**src/rtl/mips_trace_pkg.sv**
```systemverilog
// mips_trace_pkg
//   Shared constants for the MIPS-Lite retirement trace path:
//   - record field widths (PC, instruction, write data, class code)
//   - 5-bit mnemonic class codes carried in each trace record
//   - opcode / funct encodings recognised by the class decoder
//   No ports; imported by retire_trace_emitter and trace_fifo.
package mips_trace_pkg;

  // Record field widths
  localparam int PC_W    = 32;
  localparam int INSTR_W = 32;
  localparam int WD_W    = 32;
  localparam int CLASS_W = 5;

  // Mnemonic class codes
  localparam logic [CLASS_W-1:0] CL_NOP     = 5'd0;
  localparam logic [CLASS_W-1:0] CL_ADD     = 5'd1;
  localparam logic [CLASS_W-1:0] CL_SUB     = 5'd2;
  localparam logic [CLASS_W-1:0] CL_AND     = 5'd3;
  localparam logic [CLASS_W-1:0] CL_OR      = 5'd4;
  localparam logic [CLASS_W-1:0] CL_SLT     = 5'd5;
  localparam logic [CLASS_W-1:0] CL_MULTU   = 5'd6;
  localparam logic [CLASS_W-1:0] CL_MFHI    = 5'd7;
  localparam logic [CLASS_W-1:0] CL_MFLO    = 5'd8;
  localparam logic [CLASS_W-1:0] CL_SRL     = 5'd9;
  localparam logic [CLASS_W-1:0] CL_BUBBLE  = 5'd10;
  localparam logic [CLASS_W-1:0] CL_LW      = 5'd11;
  localparam logic [CLASS_W-1:0] CL_SW      = 5'd12;
  localparam logic [CLASS_W-1:0] CL_BEQ     = 5'd13;
  localparam logic [CLASS_W-1:0] CL_J       = 5'd14;
  localparam logic [CLASS_W-1:0] CL_ADDIU   = 5'd15;
  localparam logic [CLASS_W-1:0] CL_MADDU   = 5'd16;
  localparam logic [CLASS_W-1:0] CL_UNKNOWN = 5'd31;

  // Primary opcodes (instr[31:26])
  localparam logic [5:0] OP_RTYPE = 6'd0;
  localparam logic [5:0] OP_J     = 6'd2;
  localparam logic [5:0] OP_BEQ   = 6'd4;
  localparam logic [5:0] OP_ADDIU = 6'd9;
  localparam logic [5:0] OP_MADDU = 6'd28;
  localparam logic [5:0] OP_LW    = 6'd35;
  localparam logic [5:0] OP_SW    = 6'd43;

  // R-type function codes (instr[5:0])
  localparam logic [5:0] FN_SRL   = 6'd2;
  localparam logic [5:0] FN_MFHI  = 6'd16;
  localparam logic [5:0] FN_MFLO  = 6'd18;
  localparam logic [5:0] FN_MULTU = 6'd25;
  localparam logic [5:0] FN_ADD   = 6'd32;
  localparam logic [5:0] FN_SUB   = 6'd34;
  localparam logic [5:0] FN_AND   = 6'd36;
  localparam logic [5:0] FN_OR    = 6'd37;
  localparam logic [5:0] FN_SLT   = 6'd42;

endpackage

```
**src/rtl/trace_fifo.sv**
```systemverilog
// trace_fifo
//   Synchronous first-word-fall-through FIFO. The head entry is presented
//   combinationally on rdata whenever empty=0.
//   Ports:
//     clk, rst     posedge clock, synchronous active-high reset (empties FIFO)
//     push, wdata  write request and data; accepted if not full or popping
//     pop          remove head entry; ignored when empty
//     rdata        head entry (undefined content when empty)
//     full, empty  occupancy flags
//     level        occupancy 0..DEPTH
module trace_fifo #(
  parameter int WIDTH = 8,
  parameter int DEPTH = 8
) (
  input  logic                     clk,
  input  logic                     rst,
  input  logic                     push,
  input  logic [WIDTH-1:0]         wdata,
  input  logic                     pop,
  output logic [WIDTH-1:0]         rdata,
  output logic                     full,
  output logic                     empty,
  output logic [$clog2(DEPTH):0]   level
);

  localparam int AW = $clog2(DEPTH);

  logic [WIDTH-1:0] mem_q [DEPTH];
  logic [WIDTH-1:0] mem_d [DEPTH];
  logic [AW-1:0]    wr_ptr_q, wr_ptr_d;
  logic [AW-1:0]    rd_ptr_q, rd_ptr_d;
  logic [AW:0]      level_q, level_d;
  logic             do_push;
  logic             do_pop;

  // DEPTH is a power of two, so the level MSB alone marks "full".
  assign full  = level_q[AW];
  assign empty = (level_q == '0);
  assign level = level_q;
  assign rdata = mem_q[rd_ptr_q];

  // When full, a simultaneous pop frees the slot the write pointer targets
  // (wr_ptr == rd_ptr), so the incoming word can land in the same edge.
  assign do_pop  = pop && !empty;
  assign do_push = push && (!full || do_pop);

  always_comb begin
    mem_d    = mem_q;
    wr_ptr_d = wr_ptr_q;
    rd_ptr_d = rd_ptr_q;
    level_d  = level_q;
    if (do_push) begin
      mem_d[wr_ptr_q] = wdata;
      wr_ptr_d        = wr_ptr_q + AW'(1);
    end
    if (do_pop) begin
      rd_ptr_d = rd_ptr_q + AW'(1);
    end
    case ({do_push, do_pop})
      2'b10:   level_d = level_q + (AW+1)'(1);
      2'b01:   level_d = level_q - (AW+1)'(1);
      default: level_d = level_q;
    endcase
  end

  always_ff @(posedge clk) begin
    if (rst) begin
      wr_ptr_q <= '0;
      rd_ptr_q <= '0;
      level_q  <= '0;
    end else begin
      wr_ptr_q <= wr_ptr_d;
      rd_ptr_q <= rd_ptr_d;
      level_q  <= level_d;
    end
  end

  // Storage carries no reset; stale contents are never visible because
  // the top gates every output field with empty.
  always_ff @(posedge clk) begin
    mem_q <= mem_d;
  end

endmodule

```
**src/rtl/retire_trace_emitter.sv**
```systemverilog
// retire_trace_emitter
//   Samples the WB-stage retirement slot each cycle, decodes a mnemonic
//   class, stamps the record with a cycle index and buffers it in a FWFT
//   FIFO that drains to a trace sink.
//   Ports:
//     clk, rst                posedge clock, synchronous active-high reset
//     ret_valid/pc/instr/wd   retirement slot presented this cycle
//     ret_bubble              slot is a hazard-inserted bubble
//     trc_valid, trc_ready    output handshake: a record transfers on a
//                             cycle where both are 1; while trc_valid=1 and
//                             trc_ready=0 every trc_* field holds stable, and
//                             trc_valid never drops without a transfer
//                             (except on rst)
//     trc_cycle/pc/class/wd   head record fields (0 when trc_valid=0)
//     fifo_level              FIFO occupancy 0..DEPTH
//     drop_count              records lost to overflow, saturating
module retire_trace_emitter
  import mips_trace_pkg::*;
#(
  parameter int DEPTH  = 8,
  parameter int CNT_W  = 32,
  parameter int DROP_W = 16
) (
  input  logic                   clk,
  input  logic                   rst,
  input  logic                   ret_valid,
  input  logic [31:0]            ret_pc,
  input  logic [31:0]            ret_instr,
  input  logic [31:0]            ret_wd,
  input  logic                   ret_bubble,
  output logic                   trc_valid,
  input  logic                   trc_ready,
  output logic [CNT_W-1:0]       trc_cycle,
  output logic [31:0]            trc_pc,
  output logic [4:0]             trc_class,
  output logic [31:0]            trc_wd,
  output logic [$clog2(DEPTH):0] fifo_level,
  output logic [DROP_W-1:0]      drop_count
);

  localparam int REC_W = CNT_W + PC_W + CLASS_W + WD_W;

  logic [CNT_W-1:0]   cycle_q, cycle_d;
  logic [DROP_W-1:0]  drop_q, drop_d;
  logic [CLASS_W-1:0] cls;
  logic [5:0]         opcode;
  logic [5:0]         funct;
  logic [REC_W-1:0]   wr_rec;
  logic [REC_W-1:0]   rd_rec;
  logic               fifo_full;
  logic               fifo_empty;
  logic               push;
  logic               pop;
  logic               drop;

  // Class decode; the priority order matters: an all-zero word is a NOP
  // except in cycle 0, where it is the pipeline's pre-fetch garbage.
  assign opcode = ret_instr[31:26];
  assign funct  = ret_instr[5:0];

  always_comb begin
    cls = CL_UNKNOWN;
    if (ret_instr == '0 && cycle_q != '0) begin
      cls = CL_NOP;
    end else if (ret_bubble) begin
      cls = CL_BUBBLE;
    end else if (opcode == OP_RTYPE) begin
      case (funct)
        FN_ADD:   cls = CL_ADD;
        FN_SUB:   cls = CL_SUB;
        FN_AND:   cls = CL_AND;
        FN_OR:    cls = CL_OR;
        FN_SLT:   cls = CL_SLT;
        FN_MULTU: cls = CL_MULTU;
        FN_MFHI:  cls = CL_MFHI;
        FN_MFLO:  cls = CL_MFLO;
        FN_SRL:   cls = CL_SRL;
        default:  cls = CL_UNKNOWN;
      endcase
    end else begin
      case (opcode)
        OP_LW:    cls = CL_LW;
        OP_SW:    cls = CL_SW;
        OP_BEQ:   cls = CL_BEQ;
        OP_J:     cls = CL_J;
        OP_ADDIU: cls = CL_ADDIU;
        OP_MADDU: cls = CL_MADDU;
        default:  cls = CL_UNKNOWN;
      endcase
    end
  end

  assign wr_rec = {cycle_q, ret_pc, cls, ret_wd};

  // Push/pop decisions live here so drops are counted against the same
  // view of "full" that the FIFO uses.
  assign trc_valid = !fifo_empty;
  assign pop       = trc_valid && trc_ready;
  assign push      = ret_valid && !rst && (!fifo_full || pop);
  assign drop      = ret_valid && !rst && fifo_full && !pop;

  always_comb begin
    cycle_d = cycle_q + CNT_W'(1);
    drop_d  = drop_q;
    if (drop && drop_q != '1) begin
      drop_d = drop_q + DROP_W'(1);
    end
  end

  always_ff @(posedge clk) begin
    if (rst) begin
      cycle_q <= '0;
      drop_q  <= '0;
    end else begin
      cycle_q <= cycle_d;
      drop_q  <= drop_d;
    end
  end

  trace_fifo #(
    .WIDTH (REC_W),
    .DEPTH (DEPTH)
  ) u_fifo (
    .clk   (clk),
    .rst   (rst),
    .push  (push),
    .wdata (wr_rec),
    .pop   (pop),
    .rdata (rd_rec),
    .full  (fifo_full),
    .empty (fifo_empty),
    .level (fifo_level)
  );

  // Fields are forced to zero while empty so nothing stale leaks out.
  always_comb begin
    trc_cycle = '0;
    trc_pc    = '0;
    trc_class = '0;
    trc_wd    = '0;
    if (trc_valid) begin
      {trc_cycle, trc_pc, trc_class, trc_wd} = rd_rec;
    end
  end

  assign drop_count = drop_q;

endmodule

```
**config.mk**
```make
export PLATFORM = sky130hd
export DESIGN_NAME = retire_trace_emitter
export DESIGN_NICKNAME = d
export VERILOG_FILES = /design/src/rtl/mips_trace_pkg.sv /design/src/rtl/trace_fifo.sv /design/src/rtl/retire_trace_emitter.sv
export SDC_FILE = /design/constraint.sdc
export NUM_CORES = 1
export LEC_CHECK = 0
export ABC_AREA = 0
export CORE_MARGIN = 2
export CORE_UTILIZATION = 61
export CTS_BUF_LIST = sky130_fd_sc_hd__clkbuf_8
export CTS_CLUSTER_DIAMETER = 50
export DETAILED_ROUTE_END_ITERATION = 16
export PLACE_DENSITY_LB_ADDON = 0.12
export SKIP_LAST_GASP = 1
export SLEW_MARGIN = 20
export SYNTH_ARGS = -nofsm -noshare
export SYNTH_HDL_FRONTEND = slang
export SYNTH_SLANG_ARGS = --single-unit
```
**constraint.sdc**
```tcl
create_clock -name clk -period 12.9 [get_ports clk]
set_input_delay 3.225 -clock clk [delete_from_list [all_inputs] [get_ports clk]]
set_output_delay 3.225 -clock clk [all_outputs]
set_load 0.005 [all_outputs]
```
=== Yosys cells after proc, flatten, opt, wreduce, memory -nomap -nowiden ===
Index checks and enable logic that the tools add are counted.

* Bits in registers: 866
* Input bits: 101
* Output and inout port bits: 122
* Logic and storage cells: 79

* $add $sub $neg: 6
* Order comparisons: 3
* Equal/unequal tests: 18
* Multiplexer cells: 16
* Bitwise logic cells: 2
* Reduce and logical (&&, ||, !) cells: 21

{| class="wikitable"
|+ Operators with widths
! operator !! count
|-
| bitwise mux 808 bit || 1
|-
| binary-select mux 101 bit (select 3 bit) || 1
|-
| demux 101 bit (select 3 bit) || 1
|-
| 2-to-1 mux 101 bit || 3
|-
| 2-to-1 mux 32 bit || 3
|-
| one-hot mux 5 bit (9 select lines) || 1
|-
| == test 6 bit (second input constant) || 7
|-
| adder 32 x 1 -> 32 bit (second input constant) || 1
|-
| zero test 32 bit || 1
|-
| nonzero test 32 bit || 1
|-
| one-hot mux 5 bit (6 select lines) || 1
|-
| == test 6 x 5 -> 1 bit (second input constant) || 4
|-
| 2-to-1 mux 5 bit || 4
|-
| adder 16 x 1 -> 16 bit (second input constant) || 1
|-
| != test 16 bit (second input constant) || 1
|-
| == test 6 x 2 -> 1 bit (second input constant) || 2
|-
| logical AND 1 bit || 10
|-
| greater-or-equal comparator 4 bit (second input constant) || 2
|-
| NOT 3 -> 4 bit || 2
|-
| one-hot mux 4 bit (2 select lines) || 1
|-
| adder 3 x 1 -> 3 bit (second input constant) || 2
|-
| == test 6 x 3 -> 1 bit (second input constant) || 1
|-
| == test 6 x 4 -> 1 bit (second input constant) || 1
|-
| zero test 6 bit || 1
|-
| 9 further kinds || 13
|}

=== Depth between registers and ports, before layout ===
* Depth in word-level cells: 8
* Mapped depth: 11
* Mapped depth without buffers: 10

=== Hierarchy ===
From an unflattened synthesis, not the netlist that was laid out.

* Cells, all modules: 1686
* Area, all modules: 34349.2 µm²

{| class="wikitable"
|+ By module, submodules not included
! module !! instances !! cells an instance !! area an instance (µm²) !! seq. area each (µm²)
|-
| trace_fifo || 1 || 1237 || 30923.4 || 24463.5
|-
| retire_trace_emitter || 1 || 449 || 3425.8 || 960.9
|}

=== Least setup slack after synthesis ===
Ideal clock, no wire load.

* Path kind: input to register
* From: input port trc_ready
* To: register u_fifo.mem_q[707] (netlist name), enable pin
* Setup time: 0.685 ns
* Data arrival time: 10.725 ns
* Data required time: 12.215 ns
* Setup slack: 1.490 ns
* Stages: 4
* Path buffers: 0
* Cells stage by stage: nor2b_1 > nor3b_1 > nand2b_1 > nor3_1

* Word-level cells in the longest chain between the ends: 4
* Elaborated cells on any way between the ends: 6
* Those cells by class: 6 x reduce/logical

{| class="wikitable"
|+ RTL lines
! what !! line !! text
|-
| start: declaration || retire_trace_emitter.sv:32 || <nowiki>input logic trc_ready,</nowiki>
|-
| logical AND 1 bit (*) || retire_trace_emitter.sv:98 || <nowiki>assign pop = trc_valid && trc_ready;</nowiki>
|-
| logical OR 1 bit / logical AND 1 bit (equally long branches) || retire_trace_emitter.sv:99, trace_fifo.sv:44 ||
|-
| logical AND 1 bit / logical OR 1 bit (equally long branches) || retire_trace_emitter.sv:99, trace_fifo.sv:45 ||
|-
| logical AND 1 bit (*) || trace_fifo.sv:45 || <nowiki>assign do_push = push && (!full || do_pop);</nowiki>
|-
| end signal: assignment || trace_fifo.sv:81 || <nowiki>mem_q <= mem_d;</nowiki>
|-
| end: declaration || trace_fifo.sv:28 || <nowiki>logic [WIDTH-1:0] mem_q [DEPTH];</nowiki>
|}

Every way passes the cells marked *; elsewhere a longest branch is shown, timed or not.
A chain may end at the register's enable or synchronous reset.

=== Worst setup path after layout ===
* From: register u_fifo.rd_ptr_q[1]
* To: output port trc_cycle[20]

* Word-level cells in the longest chain between the ends: 5

{| class="wikitable"
|+ RTL lines
! what !! line !! text
|-
| start: declaration || trace_fifo.sv:31 || <nowiki>logic [AW-1:0] rd_ptr_q, rd_ptr_d;</nowiki>
|-
| start signal: assignment || trace_fifo.sv:73 || <nowiki>rd_ptr_q <= rd_ptr_d;</nowiki>
|-
| NOT 3 -> 4 bit (not written as such) || trace_fifo.sv:40 || <nowiki>assign rdata = mem_q[rd_ptr_q];</nowiki>
|-
| binary-select mux 101 bit (select 3 bit) || trace_fifo.sv:40 ||
|-
| 2-to-1 mux 101 bit (not written as such) (2 in series) || trace_fifo.sv:40 ||
|-
| 2-to-1 mux 32 bit || retire_trace_emitter.sv:141 || <nowiki>if (trc_valid) begin</nowiki>
|-
| end: declaration || retire_trace_emitter.sv:33 || <nowiki>output logic [CNT_W-1:0] trc_cycle,</nowiki>
|}

No other way between the ends. The select of a mux whose other input is x is not followed.

==> impl_metrics.csv <==
group,metric,value,unit
setup_path,critPathMaxStageDelay,0.86,ns
placed_design,io_buffers,222,
run_status,status,"complete, no violations",
grt,track_usage,24.56,%
placed_design,placed_cells,2595,
synthesis,synth_cells,1680,
grt,grt_max_degree,69,
timing,final.setup_skew,0.01938,ns
placed_design,dp_hpwl,36050,um
finish,area_growth,16.44,%
synthesis,synth.area.top_cells,"edfxtp_1 72%, mux4_2 13%, dfxtp_1 3.4%",
setup_path,criticalPathCategory,"flip-flop to output port",
synthesis,synth_edf_count,808,
finish,nets,2096,
setup_path,critPathCaptureType,"output port",
floorplan,core,0.05499,mm2
routing,dr.pass1.iters,5,
grt,grt_pass1_wl,103500,um
power_and_ir_drop,peakVddDrop,0.2898,mV
setup_path,cp.required,9.68,ns
floorplan,die_w,239.6,um
clocking,cts_setup_buffers,0,
timing,post-route-min-period,7.581,ns
timing,slew_viol_final,0,
setup_path,startpoint_type,"flip-flop",
finish,finalNonFillerCells,2849,
timing,worst_pin_slew,1.027,ns
synthesis,synth_cell_types,56,
clocking,ctsHtreeMaxLevel,4,
floorplan,dieArea,0.05742,mm2
clocking,cts-resized-gates,0,
grt,antenna_found_initial,3,
setup_path,worstPathMaxFanout,62,
timing,fin_setup_tns,0,ns
setup_path,cp_common_cell,"buf_4",
clocking,cts_tree,"built",
timing,maxSlewHeadroom,31.53,%
routing,vias,16920,
setup_path,crit_buf_inv,3,
timing,max_freq,0.1319,GHz
synthesis,syn_area,0.03387,mm2
power_and_ir_drop,p_per_area,168.0,mW/mm2
clocking,cts_hold_buffers,0,
timing,rsz0062_at_grt,"false",
job,maxCapViolCount,0,
synthesis,synth_common_cells,"808 x edfxtp_1, 202 x mux4_2, 172 x nor2_1, 105 x mux2i_1, 58 x dfxtp_1",
synthesis,ys_seq_area_share,75.07,%
clocking,clock_path_buffers,3,
clocking,clk_pin_slew,0.05,ns
synthesis,synth_flop_cell,"edfxtp_1",
floorplan,die_h,239.6,um
setup_path,critical-path-slowest-cell,"buf_4",
grt,gr-total-overflow,0,
finish,drive_gt1_share,20.34,%
power_and_ir_drop,cellLeakagePower,0.01242,uW
finish,filler_cell_count,3436,
routing,wirelength,67980,um
timing,hold_violations,0,
placed_design,gp_congestion,0.7645,
routing,via_per_inst,5.940,
grt,grt_pass1_vias,17650,
synthesis,syn-num-nets,1789,
synthesis,synth_seq_cells,866,
synthesis,synth_warnings,0,
clocking,clock_latency,0.77,ns
synthesis,yosysTopAreaCell,"edfxtp_1",
synthesis,synthDominantCellAreaShare,71.64,%
setup_path,cp.arrival,4.36,ns
synthesis,yosysMostFrequentCell,"edfxtp_1",
timing,setup_viol,0,
hold_path,hold_class,"flip-flop to flip-flop",
clocking,cts_root_buf,"clkbuf_8",
synthesis,avgSynthCellArea,20.16,um2
routing,drtIter0Drc,1304,
floorplan,ioPinCount,223,
clocking,cts_buffers,137,
timing,post-route-period-util,58.77,%
routing,antenna_left,0,
setup_path,path_delay_family,"buffers and inverters",
floorplan,rows,86,
setup_path,crit_chain,"buf_4 > buf_4 > mux4_2 > mux2i_1 > nor2_1 > clkdlybuf4s50_1",
floorplan,start_util,61.59,%
clocking,clock-sinks,866,
routing,route.detailed.drc,0,
finish,finish.utilization,71.72,%
routing,wire_per_inst,23.86,um
synthesis,synthArstFlopShare,0,%
-- report_power, final --
part	total, uW	leakage [uW]	internal, uW	switching (uW)
Sequential	3150	0.00785	3110	39.1
Clock	2100	0.00143	1080	1020
Combinational	1380	0.00314	719	660
Total	6620	0.0124	4910	1720
-- tightest hold or removal path: cells and delay by family (launching register included) --
family	cells	cell delay, ns
simple gates	1	0.06
compound gates	1	0.05
flops	1	0.33
-- stage by stage --
step	hold WS (ns)	setup slack (ns)	total power [uW]	area, um2
floorplan	0.4618	1.490	3883	33870
global placement	0.4777	5.617	4589	36880
detailed placement	0.4823	5.617	4599	36880
CTS	0.4912	4.732	6695	39380
global route	0.5391	5.046	6901	39430
finish	0.4855	5.319	6625	39430
-- worst paths after layout --
path / start / end / slack [ns] / depth (start not counted)
worst min register to register: u_fifo.wr_ptr_q[0]$_SDFFE_PP0P_ / u_fifo.wr_ptr_q[0]$_SDFFE_PP0P_ / 0.49 / 2
worst min-delay path: u_fifo.wr_ptr_q[0]$_SDFFE_PP0P_ / u_fifo.wr_ptr_q[0]$_SDFFE_PP0P_ / 0.49 / 2
worst max register to register: u_fifo.level[3]$_SDFFE_PP0P_ / u_fifo.mem_q[784]$_DFFE_PP_ / 9.43 / 6
worst max-delay path: u_fifo.rd_ptr_q[1]$_SDFFE_PP0P_ / trc_cycle[20] / 5.32 / 6
-- placed cells by master, fill, tap and decap left out, drive strengths merged, types with 18 or more instances in the layout --
master / n
mux2i: 105
clkinv: 46
clkbuf: 148
edfxtp: 808
buf: 31
mux4: 202
nor4: 18
inv: 56
nor2: 172
dfxtp: 58
nand3: 22
nand2: 26
nand4: 19
xor2: 44
clkdlybuf4s50: 221
-- cells by family after synthesis --
kind of cell             after synthesis  synth area share, %
XOR/XNOR                              51                1.319
adder cells (fa/ha/maj)                8               0.2956
buffers and inverters                 91                1.341
multiplexers                         309                16.60
AO/OA/AOI/OAI                         39               0.7758
AND/OR/NAND/NOR                      316                4.592
flip-flops                           866                75.07
-- flip-flops by register name (all words and copies together) (netlist names) --
name             count
cycle_q             32
drop_count          16
u_fifo.level         4
u_fifo.mem_q       808
u_fifo.rd_ptr_q      3
u_fifo.wr_ptr_q      3
-- area by class of cell --
| class | count | area, um2 | area share, % |
|---|---|---|---|
| well taps | 748 | 935.9 | 2.373 |
| diodes | 2 | 5.005 | 0.01269 |
| repair buffers | 252 | 2470 | 6.263 |
| multi-input cells | 723 | 8064 | 20.45 |
| inverters | 7 | 26.28 | 0.06663 |
| flip-flops and latches | 866 | 25440 | 64.50 |
| clock buffers | 148 | 2037 | 5.166 |
| clock inverters | 103 | 459.2 | 1.164 |
-- routing by layer --
layer	track usage (%)	routed length, um
met1	33.38	28210
met2	40.71	34550
met3	5.152	3988
met4	7.292	1196
met5	0	25
No activity file was read; power rests on OpenSTA's default activity.
